<file path="config.mk">
export PLATFORM = sky130hd
export DESIGN_NAME = ser_word_loader
export DESIGN_NICKNAME = d
export VERILOG_FILES = /design/src/rtl/ser_pkg.sv /design/src/rtl/ser_word_loader.sv
export SDC_FILE = /design/constraint.sdc
export NUM_CORES = 1
export LEC_CHECK = 0
export CAP_MARGIN = 10
export CORE_ASPECT_RATIO = 1.25
export CORE_UTILIZATION = 41
export DETAILED_ROUTE_END_ITERATION = 8
export GPL_TIMING_DRIVEN = 1
export PLACE_DENSITY_LB_ADDON = 0.3
export SYNTH_ARGS = -nofsm -noshare
export SYNTH_HDL_FRONTEND = slang
export SYNTH_SLANG_ARGS = --single-unit
</file>
<file path="constraint.sdc">
create_clock -name clk -period 1.35 [get_ports clk]
set_input_delay 0.2025 -clock clk [delete_from_list [all_inputs] [get_ports clk]]
set_output_delay 0.2025 -clock clk [all_outputs]
set_load 0.01 [all_outputs]
</file>
<file path="src/rtl/ser_pkg.sv">
// Shared widths, default idle word and FSM state type for the serial word loader.
package ser_pkg;

    localparam int WORD_W = 4;
    localparam int SEL_W  = 2;
    localparam int CNT_W  = 8;

    localparam logic [WORD_W-1:0] IDLE_WORD_DEF = 4'b1010;

    typedef enum logic {
        IDLE = 1'b0,
        RUN  = 1'b1
    } state_t;

endpackage

</file>
<file path="src/rtl/ser_word_loader.sv">
// Serial word loader: buffers one parallel word and drives a 4:1 serializing mux
// (data/s/en). It inserts IDLE_WORD on underrun and counts completed words.
module ser_word_loader
    import ser_pkg::*;
#(
    parameter logic [WORD_W-1:0] IDLE_WORD = IDLE_WORD_DEF
) (
    input  logic              clk,
    input  logic              rst_n,
    input  logic              link_en,
    input  logic [WORD_W-1:0] in_data,
    input  logic              in_valid,
    output logic              in_ready,
    input  logic              clr_underrun,
    output logic [WORD_W-1:0] data,
    output logic [SEL_W-1:0]  s,
    output logic              en,
    output logic              word_start,
    output logic              underrun,
    output logic [CNT_W-1:0]  word_cnt
);

    localparam logic [SEL_W-1:0] S_LAST = '1;

    state_t            state;
    logic [WORD_W-1:0] nbuf;
    logic              nbuf_v;
    logic              load_now;
    logic              xfer;

    // Decide whether the buffered word moves into the mux register on this edge.
    always_comb begin
        load_now = 1'b0;
        if (link_en && nbuf_v) begin
            if (state == IDLE) begin
                load_now = 1'b1;
            end else if (s == S_LAST) begin
                load_now = 1'b1;
            end
        end
    end

    assign in_ready = !nbuf_v || load_now;
    assign xfer     = in_valid && in_ready;

    // One-entry next buffer: a new word may land in the same edge the old one is loaded.
    always_ff @(posedge clk or negedge rst_n) begin
        if (!rst_n) begin
            nbuf   <= '0;
            nbuf_v <= 1'b0;
        end else if (xfer) begin
            nbuf   <= in_data;
            nbuf_v <= 1'b1;
        end else if (load_now) begin
            nbuf_v <= 1'b0;
        end
    end

    // Loader FSM with registered mux outputs, underrun flag and word counter.
    always_ff @(posedge clk or negedge rst_n) begin
        if (!rst_n) begin
            state      <= IDLE;
            data       <= '0;
            s          <= '0;
            en         <= 1'b0;
            word_start <= 1'b0;
            underrun   <= 1'b0;
            word_cnt   <= '0;
        end else begin
            word_start <= 1'b0;
            // Clear first so a same-edge underrun below overrides it.
            if (clr_underrun) begin
                underrun <= 1'b0;
            end
            case (state)
                IDLE: begin
                    en <= 1'b0;
                    s  <= '0;
                    if (link_en && nbuf_v) begin
                        data       <= nbuf;
                        en         <= 1'b1;
                        word_start <= 1'b1;
                        state      <= RUN;
                    end
                end
                RUN: begin
                    if (s != S_LAST) begin
                        s <= s + 1'b1;
                    end else begin
                        word_cnt <= word_cnt + 1'b1;
                        s        <= '0;
                        if (link_en) begin
                            word_start <= 1'b1;
                            if (nbuf_v) begin
                                data <= nbuf;
                            end else begin
                                data     <= IDLE_WORD;
                                underrun <= 1'b1;
                            end
                        end else begin
                            en    <= 1'b0;
                            state <= IDLE;
                        end
                    end
                end
                default: begin
                    state <= IDLE;
                end
            endcase
        end
    end

endmodule

</file>
==> summary.txt, run 1 <==
Logic synthesis
  – EDFF count, synth: 0
  – Synth Area in XOR/XNOR: between 6 and 7%
  – Post-Syn Area: approximately 960 um^2
  – Seq cells post-synth: 23
  – Multiplexer share of the synthesized area: 6.275%
  – Largest family of logic cells by synthesized area: simple AND/OR/NAND/NOR gates
  – Post-synthesis compound-gate area fraction: 6.667%
  – Cell with the most instances after synthesis: dfrtp_1
  – Mapped Cells: 80
  – Unique masters post-synth: 21
  – Cell taking the most area after synthesis: dfrtp_1
  – Sequential fraction of the synthesis area: 60.13%
  – Syn avg cell area: 11.96 um^2
  – Asr flop ratio synth: 100.0%
  – Share of the synthesized area in the top cell type: roughly three fifths
  – Simple-gate share of the synthesized area: ~16%
  – Largest cells by area after synthesis: dfrtp_1 60%, mux2_4 6.3%, nand2_1 5.1%
  – Commonest cells in the netlist: 23 x dfrtp_1, 13 x nand2_1, 5 x xnor2_1
  – Primary FF master, synth: dfrtp_1
  – Warnings from Yosys: 0
  – Synthesized Nets: 91
  – Adder-cell share of the synthesized area: 2.614%

Place
  – Dpl hpwl: 1.275 mm
  – RePlAce Congestion: 0.7134
  – IO Port Bufs: 26

Route
  – # DRC: 0
  – Drt total wl: 1.736 mm
  – DR vias: slightly above 700
  – Wire per inst: 10.78 um
  – TritonRoute pass-1 iters: 3
  – Iter 0 DRT Violations: 5
  – Routed Antenna Nets: 0
  – Vias per Instance: around 4.5

Critical path
  – CP peak stage delay: roughly 430 ps
  – CP Max Fanout: 2
  – Slowest cell on crit path: dfrtp_1
  – Crit Path Category: reg2out
  – Endpoint class of the critical path: primary output
  – Setup crit start kind: register
  – CP cell instances: ha_4 -> nor2b_4 -> o21ai_2 -> buf_2
  – Required @ worst endpoint: 1150 ps
  – Critical Path AT: 1240 ps

Timing
  – Count of final hold-check violations: 0
  – Max-slew violation count: 0
  – WHS: 248.8 ps
  – Final setup TNS: -475.2 ps
  – Relative slew margins: 80.75%
  – Tmin final: 1443 ps
  – RSZ-0062 raised after global routing: yes
  – Slew @ Worst Pin: 288.8 ps
  – Setup ws final: -92.70 ps
  – Final Cycle Share: 106.9%
  – Clk_skew: 3.246 ps
  – Setup Viol. Count Final: 8
  – Fmax: 693.1 MHz

CTS
  – CTS tree: done
  – Bufs on Longest Clock Path: 2
  – Clk Latency, worst-skew pair: about 300 ps
  – Num CTS Buffers: 3
  – Sink Count: 23
  – Deepest level of the CTS H-tree: 1
  – Reg clk slew, reported paths: around 120 ps
  – CTS Root Cell: clkbuf_4

Run status
  – Violated checks: negative setup slack
  – Status: finished with violations

Global route
  – GRT Total Usage: between 10% and 20%
  – First-pass GRT wire length: 3.063 mm
  – Total grt overflow: 0
  – Largest net degree at the start of global routing: 24
  – Initial antenna violation count: 0
  – Number of global-route vias before repair: 713

Die
  – Die Height: 56.02 um
  – Die X-Extent: 45.22 um
  – Starting Density: 43.29%
  – CORE AREA: 2211 um^2
  – Die area: roughly 2500 um^2
  – FP Rows: 19
  – Total I/O pin count: 27

Layout
  – Footprint of the multi-input gates: 435.4 um^2
  – Filler cell count: 179
  – Area grow syn2layout: 55.69%
  – N_diodes: 0
  – Register area: ~580 um^2
  – Nets@finish: roughly 140
  – Layout cells sized above 1: 34.62%

Job
  – Maxcap violations: 0

Power and ir drop
  – Peak supply drop: 1.460 mV
  – Leakage: 0.7503 nW
  – Pwr Density: approximately 2000 nW/um^2

Worst hold path
  – Min-Delay Path Class: in2async
sequential cells by signal (all words and copies together) (netlist names):
register / cells
word_cnt: 8
nbuf: 4
data: 4
word_start: 1
s: 2
nbuf_v: 1
state: 1
en: 1
underrun: 1
where the power goes:
group,switching (mW),internal (mW)
Clock,0.190,0.115
Combinational,0.638,0.871
Sequential,0.174,0.954
critical path, delay by kind of cell, from the launching register on:
kind                       cells  cell delay, ps
and+or+nand+nor                1             130
buffers and inverters          1             140
adders and majority gates      1             180
AOI/OAI and AO/OA              1              60
DFF                            1             430
logic make-up after synthesis:
logic type	after synthesis
buf+inv	4
fa+ha+maj	2
simple gates	30
xor+xnor	7
mux	4
flops	23
compound gates	10
cell type report:
type                    count  area share, %
multi-input cells          53          29.22
repair buffers             46          26.70
well taps                  31          2.603
flip-flops and latches     23          38.71
inverters                   4          1.008
clock buffers               4          1.763
repair_timing:
item	in CTS	in global routing
gates cloned	1	0
pin swaps	15	2
hold buffers	0	0
buffers inserted	9	0
setup endpoints to repair	30	16
gates resized for setup	37	9
metrics by stage:
step / instances / util [%] / cell area (um^2) / total power, mW / setup slack, ps
after floorplan: 80 / - / 962.2 / 1.783 / -75.06
after global placement: 148 / 60.78 / 1344 / 2.447 / -278.0
after detailed placement: 148 / 60.78 / 1344 / 2.493 / -280.7
after CTS: 161 / 66.16 / 1463 / 2.908 / -114.7
after global routing: 161 / 67.40 / 1490 / 3.158 / -145.3
final: 161 / 67.40 / 1490 / 2.942 / -92.70
placed cells by master, fill, tap and decap left out, types with 2 or more instances in the layout:
cell type and count:
xnor2_1 5, nor2_1 2, buf_6 3, inv_1 3
dfrtp_1 22, o21ai_1 4, clkdlybuf4s15_1 2, nand4_1 2
a21oi_1 2, buf_4 17, dlygate4sd2_1 15, nand2_2 5
nor2b_1 3, xor2_1 2, nand2_1 8, or2b_1 2
clkdlybuf4s50_1 8, clkbuf_4 3, mux2_4 4
routing by layer:
| metal | routed length (um) | vias up | GRT usage [%] |
|---|---|---|---|
| li1 | - | 365 | - |
| met2 | 872 | 18 | 28.16 |
| met3 | 63 | 2 | 3.247 |
| met1 | 785 | 332 | 20.04 |
| met4 | 14 | 0 | 5.195 |
| met5 | 0 | - | 0 |
worst paths after layout:
path	slack (ps)	from	cells past startpoint	to
min in group clk	460	word_cnt[7]	1	word_cnt[7]
max in group asynchronous	860	rst_n	2	word_cnt[3]
setup reg to reg	-90	s[1]	6	nbuf[0]
hold reg to reg	460	word_cnt[7]	1	word_cnt[7]
setup / recovery	-90	s[1]	4	in_ready
hold / removal	250	rst_n	2	word_cnt[4]
(Power assumes the default switching activity.)
==> run 2: changes to the inputs <==
--- a/config.mk
+++ b/config.mk
@@ -5,11 +5,10 @@
 export SDC_FILE = /design/constraint.sdc
 export NUM_CORES = 1
 export LEC_CHECK = 0
-export CAP_MARGIN = 10
 export CORE_ASPECT_RATIO = 1.25
 export CORE_UTILIZATION = 41
 export DETAILED_ROUTE_END_ITERATION = 8
-export GPL_TIMING_DRIVEN = 1
+export GPL_TIMING_DRIVEN = 0
 export PLACE_DENSITY_LB_ADDON = 0.3
 export SYNTH_ARGS = -nofsm -noshare
 export SYNTH_HDL_FRONTEND = slang
==> run 2 against run 1 <==
  * The run still ends with negative setup slack left
  * Final cell count fell by 3.1%
  * Global-route usage up 0.17 points
  * Non-clock buffer count decreased by 6
  * Clock power is 3% higher
  * Combinational power barely moved
  * Critical endpoint is now nbuf[2]
  * Largest power group unchanged
  * Highest routed layer unchanged
==> summary.txt, run 2 (synthesized netlist as in run 1, its figures left out) <==
Run status
  – Status: finished with violations
  – Violated checks: negative setup slack

Global route
  – First-pass GRT wire length: 3.056 mm
  – GRT Total Usage: between 15 and 20%
  – Total grt overflow: 0
  – Number of global-route vias before repair: 726
  – Initial antenna violation count: 0
  – Largest net degree at the start of global routing: 24

Timing
  – Relative slew margins: 31.92%
  – Clk_skew: roughly 3.4 ps
  – Final Cycle Share: 108.2%
  – Max-slew violation count: 0
  – Slew @ Worst Pin: 1020 ps
  – Setup Viol. Count Final: 13
  – WHS: 49.24 ps
  – Count of final hold-check violations: 0
  – Tmin final: 1460 ps
  – Setup ws final: -110.1 ps
  – Fmax: 684.9 MHz
  – RSZ-0062 raised after global routing: yes

Route
  – DR vias: 734
  – Iter 0 DRT Violations: 11
  – Drt total wl: 1.951 mm
  – TritonRoute pass-1 iters: 4
  – Routed Antenna Nets: 0
  – # DRC: 0
  – Wire per inst: around 13 um
  – Vias per Instance: 4.705

Power and ir drop
  – Combinational share of power: 51.7%
  – Pwr Density: 2004 nW/um^2
  – Psw: between 1 and 1.5 mW
  – Peak supply drop: 1.712 mV
  – Switching share of power: about 36%
  – Sequential power share: 37.6%
  – Leakage: 0.7720 nW
  – Internal power: around 1.9 mW
  – Clk network pwr share: between 10% and 20%

Place
  – IO Port Bufs: 26
  – Placed instance count: around 140
  – RePlAce Congestion: approximately 0.7
  – Dpl hpwl: 1.202 mm

Die
  – Starting Density: 43.29%
  – FP Rows: 19
  – Die area: ~2500 um^2
  – CORE AREA: 2211 um^2
  – Die X-Extent: 45.22 um
  – Die Height: roughly 56 um
  – Total I/O pin count: 27

Worst hold path
  – Min-Delay Path Class: in2async

Layout
  – Most common cell after layout, fill and taps aside: dfrtp_1
  – Area grow syn2layout: 52.68%
  – Fin cells: 156
  – Largest register FFs: 8
  – Filler cell count: 187
  – Most frequent cells in the layout: 22 x dfrtp_1, 16 x dlygate4sd2_1, 11 x nand2_1, 11 x buf_4, 6 x clkdlybuf4s50_1
  – Largest regs: word_cnt x8, data x4, nbuf x4
  – Layout cells sized above 1: 31.20%
  – Biggest register: word_cnt
  – Nets@finish: approximately 140
  – N_diodes: 0

CTS
  – Bufs on Longest Clock Path: 2
  – Post-CTS Hold Buffers: 0
  – Sink Count: 23
  – Clk Latency, worst-skew pair: approximately 310 ps
  – Reg clk slew, reported paths: 120 ps
  – Num CTS Buffers: 3
  – CTS tree: done
  – Deepest level of the CTS H-tree: 1
  – CTS Root Cell: clkbuf_4

Critical path
  – Endpoint class of the critical path: register
  – Crit Path Category: reg2reg
  – CP Max Fanout: 4
  – Required @ worst endpoint: about 1600 ps
  – Setup crit start kind: register
  – Critical Path AT: 1670 ps

Job
  – Maxcap violations: 0
## run 2: cell count changes in the layout (fill, tap and decap cells not counted), moves of 2 or more
| cell | before | now |
|---|---|---|
| nand2_2 | 5 | 1 |
| dlymetal6s2s_1 | 0 | 2 |
| nand2_1 | 8 | 11 |
| clkdlybuf4s50_1 | 8 | 6 |
| buf_4 | 17 | 11 |
| clkdlybuf4s15_1 | 2 | 0 |
## run 2: layout make-up
class / count / area [um^2] / share of cell area (%)
Multi-Input combinational cell: 54 / 444.2 / 30.39
Inverter: 4 / 15.01 / 1.027
Clock buffer: 4 / 26.28 / 1.798
Sequential cell: 23 / 576.8 / 39.47
Timing Repair Buffer: 40 / 360.3 / 24.66
Tap cell: 31 / 38.79 / 2.654
## run 2: path summary, 6_finish.rpt
check	endpoint	depth (start not counted)	slack (ps)	start
worst max-delay path	nbuf[2]	6	-110	s[1]
worst min-delay path	word_cnt[6]	1	50	rst_n
worst max register to register	nbuf[2]	6	-110	s[1]
worst min register to register	word_cnt[7]	1	470	word_cnt[7]
max in group asynchronous	state	1	620	rst_n
min in group clk	word_start	3	300	link_en
## run 2: stage by stage
| step | worst slack (ps) | instance area, um^2 | util [%] | power (mW) | TNS [ps] |
|---|---|---|---|---|---|
| floorplan | -75.06 | 962.2 | - | 1.783 | -300.2 |
| global placement | -414.4 | 1261 | 57.05 | 2.284 | -3422 |
| detailed placement | -409.8 | 1261 | 57.05 | 2.321 | -4467 |
| CTS | -140.7 | 1385 | 62.65 | 2.742 | -1017 |
| global route | -172.3 | 1461 | 66.10 | 3.122 | -1667 |
| finish | -110.1 | 1461 | 66.10 | 2.928 | -873.6 |
## run 2: critical path, stage by stage (launching register included)
cell and delay (ps):
dfrtp_1 410, ha_2 210, nor2b_4 120, o21ai_2 70, buf_4 150, nand2_4 90, mux2_4 310
## run 2: power by group through the flow
stage               clock (mW)  sequential [mW]  combinational, mW
floorplan                    0             1.23              0.549
global placement             0             1.18               1.11
detailed placement           0             1.19               1.13
CTS                      0.326             1.10               1.32
global route             0.357             1.13               1.63
finish                   0.315             1.10               1.51
## run 2: layer usage
metal	up-vias	track usage (%)	share of wire (%)
met2	20	26.92	51
li1	358	-	-
met3	4	2.922	2.9
met5	-	0	0
met4	0	6.926	1.2
met1	352	21.29	45
## run 2: timing repair
action / 4_1_cts / 5_1_grt
hold endpoints to repair: 0 / 0
pin swaps: 8 / 12
resized for setup: 30 / 16
setup buffers: 12 / 3
setup endpoints to repair: 29 / 19
cloned: 0 / 1
==> run 3: changes to the inputs <==
--- a/config.mk
+++ b/config.mk
@@ -7,6 +7,7 @@
 export LEC_CHECK = 0
 export CORE_ASPECT_RATIO = 1.25
 export CORE_UTILIZATION = 41
+export CTS_CLUSTER_DIAMETER = 30
 export DETAILED_ROUTE_END_ITERATION = 8
 export GPL_TIMING_DRIVEN = 0
 export PLACE_DENSITY_LB_ADDON = 0.3
==> results of run 3 <==
Final layout, timing and power as in run 2 (identical DEF).
